`src/rtl/my_ram_be_pipe.sv`:
```
// Byte-enabled simple dual-port RAM with a 1- or 2-cycle registered read path and read-valid pipeline.
// Optional feature macro RAM_PARITY_EN: per-lane even parity, adds o_perr and i_perr_inj.
module my_ram_be_pipe #(
  parameter int DATA_W = 32,
  parameter int BYTE_W = 8,
  parameter int DEPTH  = 16,
  parameter int RD_LAT = 1,
  parameter int BYPASS = 1,
  parameter int ADDR_W = $clog2(DEPTH),
  parameter int NBYTES = DATA_W / BYTE_W
) (
  input  logic              clk,
  input  logic              rst,
  input  logic              i_ramen,
  input  logic              i_wren,
  input  logic [NBYTES-1:0] i_wbe,
  input  logic [ADDR_W-1:0] i_waddr,
  input  logic [DATA_W-1:0] i_wdata,
  input  logic              i_rden,
  input  logic [ADDR_W-1:0] i_raddr,
  output logic [DATA_W-1:0] o_rdata,
  output logic              o_rvalid
`ifdef RAM_PARITY_EN
  ,
  output logic              o_perr,
  input  logic              i_perr_inj
`endif
);

  logic [DATA_W-1:0] mem_q [DEPTH];

  logic              wr_go;
  logic              rd_go;
  logic              wr_in;
  logic              rd_in;
  logic              hit;
  logic [DATA_W-1:0] rd_word;

  assign wr_go = i_ramen & i_wren & ~rst;
  assign rd_go = i_ramen & i_rden & ~rst;
  // Addresses past DEPTH exist only for non-power-of-2 depths; they must never alias.
  assign wr_in = 32'(i_waddr) < 32'(DEPTH);
  assign rd_in = 32'(i_raddr) < 32'(DEPTH);
  assign hit   = (BYPASS != 0) && wr_go && wr_in && (i_waddr == i_raddr);

`ifdef RAM_PARITY_EN
  logic [NBYTES-1:0] par_q [DEPTH];
  logic [NBYTES-1:0] wr_par;
  logic [NBYTES-1:0] rd_par;
  logic              rd_perr;

  always_comb begin
    for (int k = 0; k < NBYTES; k++) begin
      wr_par[k] = ^i_wdata[k*BYTE_W +: BYTE_W];
    end
    wr_par[0] = wr_par[0] ^ i_perr_inj;
  end
`endif

  // Array contents are deliberately not reset.
  always_ff @(posedge clk) begin
    if (wr_go && wr_in) begin
      for (int k = 0; k < NBYTES; k++) begin
        if (i_wbe[k]) begin
          mem_q[i_waddr][k*BYTE_W +: BYTE_W] <= i_wdata[k*BYTE_W +: BYTE_W];
`ifdef RAM_PARITY_EN
          par_q[i_waddr][k] <= wr_par[k];
`endif
        end
      end
    end
  end

  always_comb begin
    rd_word = '0;
`ifdef RAM_PARITY_EN
    rd_par = '0;
`endif
    if (rd_in) begin
      rd_word = mem_q[i_raddr];
`ifdef RAM_PARITY_EN
      rd_par = par_q[i_raddr];
`endif
      for (int k = 0; k < NBYTES; k++) begin
        if (hit && i_wbe[k]) begin
          rd_word[k*BYTE_W +: BYTE_W] = i_wdata[k*BYTE_W +: BYTE_W];
`ifdef RAM_PARITY_EN
          rd_par[k] = wr_par[k];
`endif
        end
      end
    end
  end

`ifdef RAM_PARITY_EN
  always_comb begin
    rd_perr = 1'b0;
    for (int k = 0; k < NBYTES; k++) begin
      if (rd_par[k] != ^rd_word[k*BYTE_W +: BYTE_W]) begin
        rd_perr = 1'b1;
      end
    end
  end
`endif

  logic              vld1_q;
  logic              vld1_d;
  logic [DATA_W-1:0] data1_q;
  logic [DATA_W-1:0] data1_d;
`ifdef RAM_PARITY_EN
  logic              perr1_q;
  logic              perr1_d;
`endif

  // Stage 1: everything freezes while i_ramen is low; data holds when no read lands.
  always_comb begin
    vld1_d  = vld1_q;
    data1_d = data1_q;
`ifdef RAM_PARITY_EN
    perr1_d = perr1_q;
`endif
    if (i_ramen) begin
      vld1_d = rd_go;
`ifdef RAM_PARITY_EN
      perr1_d = rd_go & rd_perr;
`endif
      if (rd_go) begin
        data1_d = rd_word;
      end
    end
  end

  always_ff @(posedge clk) begin
    if (rst) begin
      vld1_q  <= 1'b0;
      data1_q <= '0;
`ifdef RAM_PARITY_EN
      perr1_q <= 1'b0;
`endif
    end else begin
      vld1_q  <= vld1_d;
      data1_q <= data1_d;
`ifdef RAM_PARITY_EN
      perr1_q <= perr1_d;
`endif
    end
  end

  generate
    if (RD_LAT >= 2) begin : g_lat2
      logic              vld2_q;
      logic              vld2_d;
      logic [DATA_W-1:0] data2_q;
      logic [DATA_W-1:0] data2_d;
`ifdef RAM_PARITY_EN
      logic              perr2_q;
      logic              perr2_d;
`endif

      always_comb begin
        vld2_d  = vld2_q;
        data2_d = data2_q;
`ifdef RAM_PARITY_EN
        perr2_d = perr2_q;
`endif
        if (i_ramen) begin
          vld2_d = vld1_q;
`ifdef RAM_PARITY_EN
          perr2_d = vld1_q & perr1_q;
`endif
          if (vld1_q) begin
            data2_d = data1_q;
          end
        end
      end

      always_ff @(posedge clk) begin
        if (rst) begin
          vld2_q  <= 1'b0;
          data2_q <= '0;
`ifdef RAM_PARITY_EN
          perr2_q <= 1'b0;
`endif
        end else begin
          vld2_q  <= vld2_d;
          data2_q <= data2_d;
`ifdef RAM_PARITY_EN
          perr2_q <= perr2_d;
`endif
        end
      end

      assign o_rvalid = vld2_q;
      assign o_rdata  = data2_q;
`ifdef RAM_PARITY_EN
      assign o_perr   = perr2_q;
`endif
    end else begin : g_lat1
      assign o_rvalid = vld1_q;
      assign o_rdata  = data1_q;
`ifdef RAM_PARITY_EN
      assign o_perr   = perr1_q;
`endif
    end
  endgenerate

endmodule

```
`config.mk`:
```
export PLATFORM = sky130hd
export DESIGN_NAME = my_ram_be_pipe
export DESIGN_NICKNAME = d
export VERILOG_FILES = /design/src/rtl/my_ram_be_pipe.sv
export SDC_FILE = /design/constraint.sdc
export NUM_CORES = 1
export LEC_CHECK = 0
export ABC_AREA = 1
export CAP_MARGIN = 15
export CORE_MARGIN = 3
export CORE_UTILIZATION = 55
export CTS_CLUSTER_SIZE = 8
export DETAILED_ROUTE_END_ITERATION = 10
export GPL_TIMING_DRIVEN = 0
export PLACE_DENSITY = 0.83
export RECOVER_POWER = 25
export REMOVE_ABC_BUFFERS = 1
export SYNTH_ARGS = -nofsm -noshare
export SYNTH_HDL_FRONTEND = slang
export SYNTH_SLANG_ARGS = --single-unit
```
`constraint.sdc`:
```
create_clock -name clk -period 4.2 [get_ports clk]
set_clock_uncertainty 0.2 [all_clocks]
set_input_delay 1.26 -clock clk [delete_from_list [all_inputs] [get_ports clk]]
set_output_delay 1.26 -clock clk [all_outputs]
set_load 0.02 [all_outputs]
```
# Word level (Yosys, flattened, before mapping)
# Memory sizes are Yosys's and may differ from the RTL's. A register that Yosys moved wholly into a read port is not among the register bits.
# Cells that the tools add are included.
[word_totals]
n_memories = 1
reg_bits = 1
in_bits = 49
mem_bits_rw = 512
[op_classes]
bitwise = 5
reduce_logical = 1
muxes = 12
[memory_table]
columns = ["memory", "words", "word_bits", "read_ports", "rd_ports_with_merged_regs", "wr", "line_no", "text"]
rows = [
  ["mem_q", 16, 32, 1, 1, 1, "30", "logic [DATA_W-1:0] mem_q [DEPTH];"],
]
[op_table]
columns = ["operator", "count"]
rows = [
  ["$mux 1", 12],
  ["$and 1x1->1", 4],
  ["$reduce_and 2->1", 1],
  ["$not 1->1", 1],
]

# Depth between registers and ports, before layout
[depth]
ltp_word = 4
ltp_mapped = 12

# Worst setup path after synthesis
# Ideal clock, no wire load.
[synth_timing]
path_type = "in2reg"
start = "input rst"
end = "memory mem_q[15][0], enable pin"
slack_ps = 1257
t_required_ps = 3630
arrival_time_ps = 2372
path_buffers = 1
path_stages = 6
setup_ps = 370
cell_sequence = "clkinv_1 -> nand3_1 -> nor2_1 -> inv_1 -> buf_2 -> nor2_1"
[synth_via]
elab_chain_len = 4
[synth_rtl]
columns = ["element", "line_no", "text"]
rows = [
  ["start, declared", "13", "input logic rst,"],
  ["$not 1->1", "39", "assign wr_go = i_ramen & i_wren & ~rst;"],
  ["$and 1x1->1", "39", ""],
  ["$mux 1", "62", "if (wr_go && wr_in) begin"],
  ["$mux 1 (implied by the code)", "65", "mem_q[i_waddr][k*BYTE_W +: BYTE_W] <= i_wdata[k*BYTE_W +: BYTE_W];"],
  ["end, declared", "30", ""],
]
# Every way passes these cells.

# Final worst setup path
[layout_timing]
start = "input rst"
end = "memory mem_q[14][1], enable pin"
# The elaborated chain is that of the path after synthesis.

==> results.py <==
metrics = {
    "worst_setup_path": {
        "crit_type": "in2reg",
        "crit_path_end_kind": "flop",
        "worstPathArrival_ns": 4.15,
        "cp_max_fo": 22,
        "crit_start": "rst",
        "start_kind": "input port",
        "cp.required_ns": 4.18,
        "r2r-start": "mem_q[11][18]$_DFFE_PP_",
    },
    "placement": {
        "place.gp.congestion": 0.802,
        "port_buffers": 81,
        "place_hpwl_mm": 31.5,
        "placed_area_um2": 24600,
    },
    "synthesis": {
        "synthAdderAreaFrac_pct": 0,
        "ys_ff_latch": 545,
        "ys_types": 18,
        "synth_top_family_by_area": "simple AND/OR/NAND/NOR gates",
        "syn-cell-area_um2": 23500,
        "yosysSeqAreaShare_pct": 68.4,
        "synthXorXnorAreaFrac_pct": 0.112,
        "synth_mux_area_share_pct": 0,
        "postSynthAreaPerCell_um2": 10.1,
        "yosys_warnings": 0,
        "synthCells": 2331,
        "synth-simple-area-share_pct": 24.6,
        "synth_compound_area_share_pct": 0.0320,
    },
    "grt": {
        "antenna_found_initial": 6,
        "grt_pass1_wl_mm": 88.0,
        "top_usage_layer": "met2",
        "grt_use_total_pct": 25.3,
        "use_met1_pct": 30.7,
        "met3_usage_pct": 6.98,
        "overflow": 0,
        "grt_pass1_vias": 16900,
        "grt_max_degree": 159,
        "grt.met2_usage_pct": 42.8,
    },
    "detailed_routing": {
        "routed_via_density": 5.64,
        "detail_route.wirelength_mm": 57.2,
        "routedWlPerCell_um": 19.2,
        "drtIter0Drc": 2210,
        "drcViolationCount": 0,
        "firstDrtPassIters": 6,
        "vias": 16800,
        "antenna_left": 0,
    },
    "clock_network": {
        "clock-sinks": 545,
        "insertion_delay_ns": 0.58,
        "numCtsBuffers": 78,
        "clockRootBuffer": "clkbuf_16",
        "post_cts_resized": 1,
        "clk_pin_slew_ns": 0.05,
        "holdBufCountCts": 0,
        "cts_tree": "done",
        "post_cts_buffers": 0,
        "htreeDepth": 3,
        "clockBufferDepth": 3,
    },
    "layout": {
        "layout.nets": 2425,
        "seqCellArea_um2": 16000,
        "syn_to_final_growth_pct": 14.5,
        "n_fill_cell": 2917,
        "fin_area_um2": 26900,
        "multi_input_area_um2": 5840,
        "drive_gt1_share_pct": 5.05,
    },
    "sta": {
        "max_freq_ghz": 0.240,
        "finalCriticalPeriod_ns": 4.17,
        "finalHoldViolCount": 0,
        "setup_viol": 0,
        "tightest_slew_ns": 1.11,
        "rsz0062_at_grt": "true",
        "period_share_pct": 99.3,
        "drv_slew": 0,
        "slew_headroom_pct": 25.8,
    },
    "power_and_ir_drop": {
        "p_leak_uw": 0.0110,
        "seqPwrFrac_pct": 48.2,
        "ir_drop_v": 0.000277,
        "p_switching_uw": 2680,
        "power_density_nw_per_um2": 464,
        "swShare_pct": 21.5,
        "p_int_uw": 9770,
        "clkPwrFrac_pct": 46.0,
        "p_comb_share_pct": 5.8,
        "power_uw": 12500,
    },
    "status": {
        "run_status": "finished clean",
    },
    "min_path": {
        "worstHoldStart": "o_rvalid$_SDFFE_PP0P_",
        "hold_class": "reg2reg",
    },
    "floorplan": {
        "core.rowCount": 75,
        "coreArea_um2": 42000,
        "die_h_um": 213,
        "die_x_um": 213,
        "die-area_um2": 45200,
        "io_pins": 82,
        "initial_utilization_pct": 55.8,
    },
    "run": {
        "cap_violations": 0,
    },
}
-- worst max-delay path, cell delays in order --
cell and delay, ns:
clkdlybuf4s50_1 0.43, clkinv_1 0.34, buf_16 0.22, nand3_1 0.34
nor2_1 0.37, inv_1 0.31, nor2_1 0.86
-- area by class of cell --
class | count | share of cell area [%]
Inverter | 276 | 3.91
Timing Repair Buffer | 88 | 3.70
Antenna cell | 3 | 0.0280
Multi-Input combinational cell | 1387 | 21.7
Clock inverter | 1 | 0.0326
Sequential cell | 545 | 59.7
Clock buffer | 138 | 8.35
Tap cell | 539 | 2.51
-- per-layer routing --
layer / wire length, µm / share of wire, % / up-vias
met2: 28500 / 50 / 1038
met3: 6570 / 11 / 187
met5: 45 / 0.079 / -
li1: - / - / 7697
met1: 20300 / 35 / 7849
met4: 1840 / 3.2 / 6
-- worst paths after layout --
path                            cells after the start  slack, ns                       end
worst max register to register                      8       2.69  o_rdata[18]$_SDFFE_PP0P_
worst min register to register                      2       0.25     o_rvalid$_SDFFE_PP0P_
worst max-delay path                                7       0.03    mem_q[14][1]$_DFFE_PP_
worst min-delay path                                2       0.25     o_rvalid$_SDFFE_PP0P_
-- registers in the layout (all words and copies together) (netlist names) --
signal / count
mem_q: 512
o_rvalid: 1
o_rdata: 32
-- cell usage in the layout (no fill, tap or decap), types with 2 or more instances in the layout --
cell	instances
nor2_1	119
xor2_1	3
clkbuf_16	81
clkbuf_1	57
dfxtp_1	33
clkdlybuf4s50_1	59
nand3_1	385
nor2_2	19
nand3_4	5
dlygate4sd3_1	18
nor2_4	2
diode_2	3
inv_1	271
buf_16	6
nand2_1	853
edfxtp_1	512
-- power by group through the flow --
stage	combinational [µW]	sequential [µW]	clock [µW]
6_report	727	6000	5720
5_1_grt	792	6000	6020
4_1_cts	719	6000	5760
3_5_place_dp	708	6110	0
3_3_place_gp	743	6100	0
2_1_floorplan	323	6130	0
-- cell families (layout without fill, tap and decap cells) --
kind of cell,after synthesis,count (layout)
simple gates,1383,1383
flops,545,545
compound gates,1,1
buf+inv,399,503
xor+xnor,3,3
other cells,0,3
-- cell usage after synthesis, drive strengths merged --
cell | count | share of area [%]
o31ai | 1 | 0.032
xor2 | 3 | 0.11
edfxtp | 512 | 66
clkinv | 1 | 0.016
dfxtp | 33 | 2.8
clkbuf | 30 | 0.48
nand3 | 390 | 8.5
nor2 | 140 | 2.4
inv | 275 | 4.4
buf | 93 | 2.0
nand2 | 853 | 14
-- through the flow --
stage               setup TNS [ns]  instances  utilization, %  setup WS (ns)  hold slack, ns
floorplan                        0       2208               -          0.145           0.326
global placement           -902.53       2828            57.9         -14.77           0.238
detailed placement         -203.44       2835            58.4         -0.593           0.246
CTS                              0       2974            63.8         0.0127           0.258
global route                 -6.73       2976            63.9         -0.114           0.287
finish                           0       2977            63.9         0.0287           0.251
Power figures use the tool's default switching activity.
